### src/rtl/id_rn_skid_stage.sv
`default_nettype none
// ============================================================================
//  Module      : id_rn_skid_stage
//  Description : ID->RN pipeline stage with a two-entry skid buffer.
//                in_ready is a pure register output. The stage drops
//                bubble groups, supports a synchronous flush and keeps a
//                saturating back-pressure counter.
//  Revision    : 1.0  initial release
// ============================================================================
module id_rn_skid_stage #(
  parameter int LANES = 2,
  parameter int W     = 64,
  parameter int CNT_W = 16
) (
  input  logic                 clk,
  input  logic                 rst_n,
  input  logic                 flush,
  input  logic                 in_valid,
  input  logic [LANES-1:0]     in_lane_vld,
  input  logic [LANES*W-1:0]   in_data,
  output logic                 in_ready,
  output logic                 out_valid,
  output logic [LANES-1:0]     out_lane_vld,
  output logic [LANES*W-1:0]   out_data,
  input  logic                 out_ready,
  output logic [CNT_W-1:0]     stall_cnt
);

  typedef enum logic [1:0] {
    ST_EMPTY = 2'd0,
    ST_ONE   = 2'd1,
    ST_TWO   = 2'd2
  } state_e;

  localparam logic [CNT_W-1:0] c_cnt_one = {{(CNT_W-1){1'b0}}, 1'b1};
  localparam logic [CNT_W-1:0] c_cnt_max = {CNT_W{1'b1}};

  state_e               state_q,     state_d;
  logic [LANES-1:0]     main_vld_q,  main_vld_d;
  logic [LANES*W-1:0]   main_data_q, main_data_d;
  logic [LANES-1:0]     skid_vld_q,  skid_vld_d;
  logic [LANES*W-1:0]   skid_data_q, skid_data_d;
  logic [CNT_W-1:0]     stall_cnt_q, stall_cnt_d;

  logic w_acc;
  logic w_enq;
  logic w_pop;
  logic w_stall;

  // Outputs come straight from registers: no combinational path from the
  // input side or from out_ready.
  assign in_ready     = (state_q != ST_TWO);
  assign out_valid    = (state_q != ST_EMPTY);
  assign out_lane_vld = main_vld_q;
  assign out_data     = main_data_q;
  assign stall_cnt    = stall_cnt_q;

  // Next-state, datapath steering and stall counting.
  always_comb begin
    state_d     = state_q;
    main_vld_d  = main_vld_q;
    main_data_d = main_data_q;
    skid_vld_d  = skid_vld_q;
    skid_data_d = skid_data_q;
    stall_cnt_d = stall_cnt_q;

    w_acc   = in_valid & in_ready;
    // A group with no valid lane is accepted but carries nothing.
    w_enq   = w_acc & (|in_lane_vld);
    w_pop   = out_valid & out_ready;
    w_stall = out_valid & ~out_ready;

    // The flush cycle itself still counts as a stall if RN is not ready.
    if (w_stall && (stall_cnt_q != c_cnt_max)) begin
      stall_cnt_d = stall_cnt_q + c_cnt_one;
    end

    if (flush) begin
      state_d     = ST_EMPTY;
      main_vld_d  = '0;
      main_data_d = '0;
      skid_vld_d  = '0;
      skid_data_d = '0;
    end else begin
      unique case (state_q)
        ST_EMPTY: begin
          if (w_enq) begin
            state_d     = ST_ONE;
            main_vld_d  = in_lane_vld;
            main_data_d = in_data;
          end
        end
        ST_ONE: begin
          if (w_enq && w_pop) begin
            main_vld_d  = in_lane_vld;
            main_data_d = in_data;
          end else if (w_enq) begin
            state_d     = ST_TWO;
            skid_vld_d  = in_lane_vld;
            skid_data_d = in_data;
          end else if (w_pop) begin
            state_d = ST_EMPTY;
          end
        end
        ST_TWO: begin
          // in_ready is low here, so only the skid->main move can happen.
          if (w_pop) begin
            state_d     = ST_ONE;
            main_vld_d  = skid_vld_q;
            main_data_d = skid_data_q;
          end
        end
        default: begin
          state_d = ST_EMPTY;
        end
      endcase
    end
  end

  // State and datapath registers with asynchronous clear.
  always_ff @(posedge clk or negedge rst_n) begin
    if (!rst_n) begin
      state_q     <= ST_EMPTY;
      main_vld_q  <= '0;
      main_data_q <= '0;
      skid_vld_q  <= '0;
      skid_data_q <= '0;
      stall_cnt_q <= '0;
    end else begin
      state_q     <= state_d;
      main_vld_q  <= main_vld_d;
      main_data_q <= main_data_d;
      skid_vld_q  <= skid_vld_d;
      skid_data_q <= skid_data_d;
      stall_cnt_q <= stall_cnt_d;
    end
  end

endmodule
`default_nettype wire

### config.mk
export PLATFORM = sky130hd
export DESIGN_NAME = id_rn_skid_stage
export DESIGN_NICKNAME = d
export VERILOG_FILES = /design/src/rtl/id_rn_skid_stage.sv
export SDC_FILE = /design/constraint.sdc
export NUM_CORES = 1
export LEC_CHECK = 0
export CORE_ASPECT_RATIO = 1.5
export CORE_MARGIN = 1
export CORE_UTILIZATION = 45
export DETAILED_ROUTE_END_ITERATION = 7
export PLACE_DENSITY = 0.76
export SYNTH_ARGS = -nofsm -noshare
export SYNTH_HDL_FRONTEND = slang
export SYNTH_SLANG_ARGS = --single-unit
### constraint.sdc
create_clock -name clk -period 2 [get_ports clk]
set_clock_uncertainty 0.2 [all_clocks]
set_input_delay 0.6 -clock clk [delete_from_list [all_inputs] [get_ports clk]]
set_output_delay 0.6 -clock clk [all_outputs]
set_load 0.01 [all_outputs]
# Yosys cells after proc, flatten, opt, wreduce, memory -nomap -nowiden

Index checks and enable logic that the tools add are counted.

$add $sub $neg: 1
Equality and inequality tests: 10
Mux-type cells: 23
Bitwise operators: 5
Reductions and logical operators: 11

Operators with widths:

| operator              | count |
|---|---|
| $mux 128              | 7 |
| $pmux 128 s3          | 1 |
| $mux 2                | 13 |
| $add 16x1->16 const B | 1 |
| $ne 16x16->1 const B  | 1 |
| $ne 3x3->1 const B    | 4 |
| $pmux 2 s3            | 2 |
| $reduce_and 4->1      | 2 |
| $reduce_bool 2->1     | 3 |
| $and 1x1->1           | 4 |
| $ne 2x2->1 const B    | 2 |
| $ne 4x4->1 const B    | 1 |
| $reduce_bool 4->1     | 1 |
| $reduce_and 3->1      | 1 |
| $eq 2x1->1 const B    | 1 |
| $eq 2x2->1 const B    | 1 |
| $logic_and 1x1->1     | 2 |
| $logic_not 2->1       | 1 |
| $reduce_or 2->1       | 1 |
| $not 1->1             | 1 |

Register bits after elaboration: 278
Input port bits: 135
Output and inout bits: 148
Logic and storage cells: 56

# Depth between registers and ports, before layout

Depth after elaboration: 7
Depth in mapped cells: 11
Gate-level depth less buffers: 7

# Least setup slack after synthesis

No wires, ideal clock.

Path kind: reg-to-reg
Start point: reg state_q[0]
End point: reg stall_cnt_q[15] (netlist: stall_cnt[15])
Setup time: 0.125 ns
Arrival: 1.758 ns
Data required time: 1.675 ns
Path slack: -0.083 ns
Stages on the path, launching flop included: 7
Path buffers: 0
Clock period less this slack: 2.083 ns
Path through: dfrtp_1 > inv_1 > ha_1 > or4_4 > nor2_4 > nand3_2 > mux2_4

Word-level cells in the longest chain between the ends: 3

RTL lines:

| element                  | RTL line | RTL |
|---|---|---|
| start: declaration       | 38       | `state_e state_q, state_d;` |
| start signal: assignment | 130      | `state_q <= state_d;` |
| $reduce_bool 2->1        | 53       | `assign out_valid = (state_q != ST_EMPTY);` |
| $and 1x1->1              | 71       | `w_stall = out_valid & ~out_ready;` |
| $logic_and 1x1->1        | 74       | `if (w_stall && (stall_cnt_q != c_cnt_max)) begin` |
| end signal: assignment   | 135      | `stall_cnt_q <= stall_cnt_d;` |
| end: declaration         | 43       | `logic [CNT_W-1:0] stall_cnt_q, stall_cnt_d;` |

No other way between the ends.
A chain may end at the register's enable or synchronous reset.

# Worst setup path after layout

Start point: reg state_q[0]
End point: reg state_q[1]

Word-level cells in the longest chain between the ends: 7
Elaborated cells on any way between the ends: 18
Classes of those cells: 7 x eq/ne; 4 x mux; 3 x bitwise; 4 x reduce/logical

RTL lines:

| element     | RTL line | RTL |
|---|---|---|
| $ne 2x2->1  | 52       | `assign in_ready = (state_q != ST_TWO);` |
| $and 1x1->1 | 67       | `w_acc = in_valid & in_ready;` |
| $and 1x1->1 | 69       | `w_enq = w_acc & (\|in_lane_vld);` |
| $mux 2      | 97       | `end else if (w_enq) begin` |
| $mux 2      | 94       | `if (w_enq && w_pop) begin` |
| $pmux 2 s3  | 85       | `unique case (state_q)` |
| $mux 2      | 78       | `if (flush) begin` |

Parallel ways exist; a longest one is shown, timed or not. The select of a mux whose other input is x is not followed.

==> flow_summary.ini <==
[clock_tree]
h-tree-depth = 1
tritoncts = done
clk_transition_reported_paths_ns = 0.06
root_buffer = clkbuf_16
tritoncts_num_sinks = 278
worstSkewPairLatency_ns = 0.53
cts.path.max_buffers = 3
tritoncts.num_buffers = 26

[pwr]
power.share.sequential_pct = 32.6
p_total_uw = 24400
powerDensity_nw_per_um2 = 1140
total_switching_power_uw = 8640
power.share.switching_pct = 35.4
cellLeakagePower_uw = 0.00899
ir_drop_v = 0.000887
power_report.internal_total_uw = 15700
power_frac_clock_pct = 22.3
p_comb_share_pct = 45.1

[timing]
post-route-worst-setup-slack_ns = -0.256
post-route-period-util_pct = 113
timing_max_transition_violations_final = 0
finalHoldViolations = 0
grt_setup_unrepaired = yes
fmax_mhz = 443
slew_headroom_pct = 38.1
final-setup-viol-count = 323
timing.final.crit_period_ns = 2.26
whs_ns = 0.291
worst_slew_pin_slew_ns = 0.928

[layout]
syn_to_final_growth_pct = 77.8
most-common-layout-cells = 274 x dfrtp_1, 131 x mux2i_1, 131 x clkdlybuf4s50_1, 125 x nand2_4, 121 x clkdlybuf4s15_1
fraction_of_final_layout_cells_sized_beyond_drive_strength_1_pct = 43.1
instances_no_fill = 1865
layout.nets = 1653
layout_commonest_cell = dfrtp_1
finish.instance_area_um2 = 21300

[detailed_routing]
route.detailed.drc = 0
vias = 11500
routedWlPerCell_um = 27.3
viasPerCell = 6.18
wl_um = 50800
detail_route.iter0.violations = 852
drt.antenna.violating_nets = 0
drt-pass1-iter-count = 5

[global_route]
overflow_left_after_global_routing = 0
global_route.usage.total_pct = 31.4
first_global_vias = 11900
grt_first_pass_wirelength_um = 65800
antenna_found_initial = 1
grt_max_degree = 75

[synth]
synthesis.instances = 1094
synth.ff_latch_count = 278
synth.area.top_cells = dfrtp_1 58%, mux2i_1 11%, o2bb2ai_1 9.5%, nand2_1 8.3%, a21oi_1 5.5%
synth_fp_nets = 1234
syn_area_um2 = 12000
synth_top_cell_area_share_pct = 58.0
synth_cell_types = 33
synthesis.yosys.warnings = 0
register_area_share_after_synthesis_pct = 58.0
syn_avg_cell_area_um2 = 11.0
synth_top_area_cell = dfrtp_1

[die]
floorplan.io_pins = 283
die_height_um = 202
row_count = 72
die_area_um2 = 27300
initial_core_util_pct = 46.2
horiz_die_dim_um = 135
floorplan.core_area_um2 = 25900

[worst_setup_path]
r2r-start = state_q[0]
crit_path_end = state_q[1]
crit_slowest_cell = dfrtp_1
critPathLaunchType = flip-flop
reg_to_reg_critical_path_endpoint = state_q[1]
cp.required_ns = 2.22
setup.worst_path.class = flip-flop to flip-flop
rr_worst_depth = 10
slowest_delay_ns = 0.38
regToRegSetupSlack_ns = -0.26
critical_path_sink_type = flip-flop
cp_max_fo = 4
crit_path_cell_trace = inv_2 -> ha_4 -> inv_4 -> o211a_4 -> buf_12 -> buf_8 -> mux2i_4 -> a21oi_2 -> buf_4 -> mux2i_1
critPathArrivalTime_ns = 2.48
critPathLaunch = state_q[0]

[hold_path]
hold_class = flip-flop to flip-flop

[run]
drv.max_cap_violation_count = 0

[placed_design]
dp_worst_setup_slack_ns = -0.523
placed_cell_area_um2 = 15900
global_placer_s_final_weighted_congestion = 0.839
numPortBuffers = 282
dp.cells = 1704
dpl.hpwl_um = 22200

[status]
failed_checks = negative setup slack
outcome = finished, violations left
## how the worst min path moves through the flow
stage	startpoint	slack [ns]	cells past startpoint	end
after floorplan	rst_n	0.10	0	out_data[0]
after global placement	out_data[52]	0.27	1	out_data[52]
after detailed placement	out_data[39]	0.27	1	out_data[39]
after CTS	out_data[112]	0.29	1	out_data[112]
after global routing	out_data[32]	0.31	1	out_data[32]
final	out_data[32]	0.29	1	out_data[32]
## power by group through the flow
stage / combinational (uW) / clock, uW / sequential [uW]
2_1_floorplan: 2510 / 0 / 7900
6_report: 11000 / 5440 / 7940
3_5_place_dp: 6580 / 0 / 7640
3_3_place_gp: 6460 / 0 / 7640
4_1_cts: 9070 / 5380 / 7680
5_1_grt: 11400 / 5650 / 8020
## cells in the mapped netlist
library cell    n
dfrtp_1       278
nor2_1          8
nor4_2          1
ha_1            5
nand2b_1        3
nand3_1         7
or4_4           1
nand2_1       266
buf_4           9
inv_1           5
mux2_2          2
buf_1           2
and3_1          3
o221a_2         1
a21oi_1       131
nor2_4          1
nand3b_1        1
or4_1           1
inv_2           1
buf_2          34
o211a_2         1
o21a_1          1
mux2i_1       132
nand4_1         6
o2bb2ai_1     130
nand3_2         3
xor2_1          3
nor3_2          1
nor2_2          2
o21ai_0         2
xnor2_1        10
clkbuf_1       42
mux2_4          1
## logic make-up after synthesis
family / after synthesis / synth area share, %
AND/OR/NAND/NOR: 304 / 10.4
flip-flops: 278 / 58.0
AO/OA/AOI/OAI: 266 / 15.3
multiplexers: 135 / 11.3
buffers and inverters: 93 / 3.55
XOR/XNOR: 13 / 0.950
adder cells (fa/ha/maj): 5 / 0.522
## routing by layer
| metal | vias up | track usage (%) | routed length (um) |
|---|---|---|---|
| met3 | 238 | 4.16 | 3490 |
| li1 | 4705 | - | - |
| met2 | 722 | 53.2 | 26100 |
| met5 | - | 0 | 0 |
| met4 | 0 | 19.4 | 3310 |
| met1 | 5855 | 37.5 | 17900 |
## registers in the layout, summed over array words and instances (netlist names)
register      count
stall_cnt        16
skid_data_q     128
out_data        128
state_q           2
skid_vld_q        2
out_lane_vld      2
## layout make-up
| class | count | area [um^2] |
|---|---|---|
| Sequential cell | 278 | 6960 |
| Inverter | 6 | 25.0 |
| Tap cell | 333 | 417 |
| Clock buffer | 40 | 825 |
| Antenna cell | 1 | 2.50 |
| Clock inverter | 6 | 105 |
| Multi-Input combinational cell | 726 | 7100 |
| Fill cell | 1238 | 4630 |
| Timing Repair Buffer | 475 | 5880 |
## critical path, delay by kind of cell, from the launching register on
family | cells | cell delay, ns
buffers and inverters | 5 | 0.57
muxes | 2 | 0.45
DFF | 1 | 0.38
AOI/OAI and AO/OA | 2 | 0.35
adders and majority gates | 1 | 0.18
## per-stage QoR
| stage | util, % | setup TNS (ns) |
|---|---|---|
| floorplan | - | -0.0248 |
| global placement | 61.1 | -114.62 |
| detailed placement | 61.1 | -119.46 |
| CTS | 75.1 | -19.47 |
| global route | 82.2 | -59.34 |
| finish | 82.2 | -39.70 |
## repair_timing
item                                   CTS  global route
pin swaps                              125           175
setup buffers                           54            18
gates cloned                            38            18
gates resized for setup                630           345
setup endpoints to repair              401           356
hold buffers                             1             0
endpoints found under the hold margin   18             0
No activity file was read; power rests on OpenSTA's default activity.
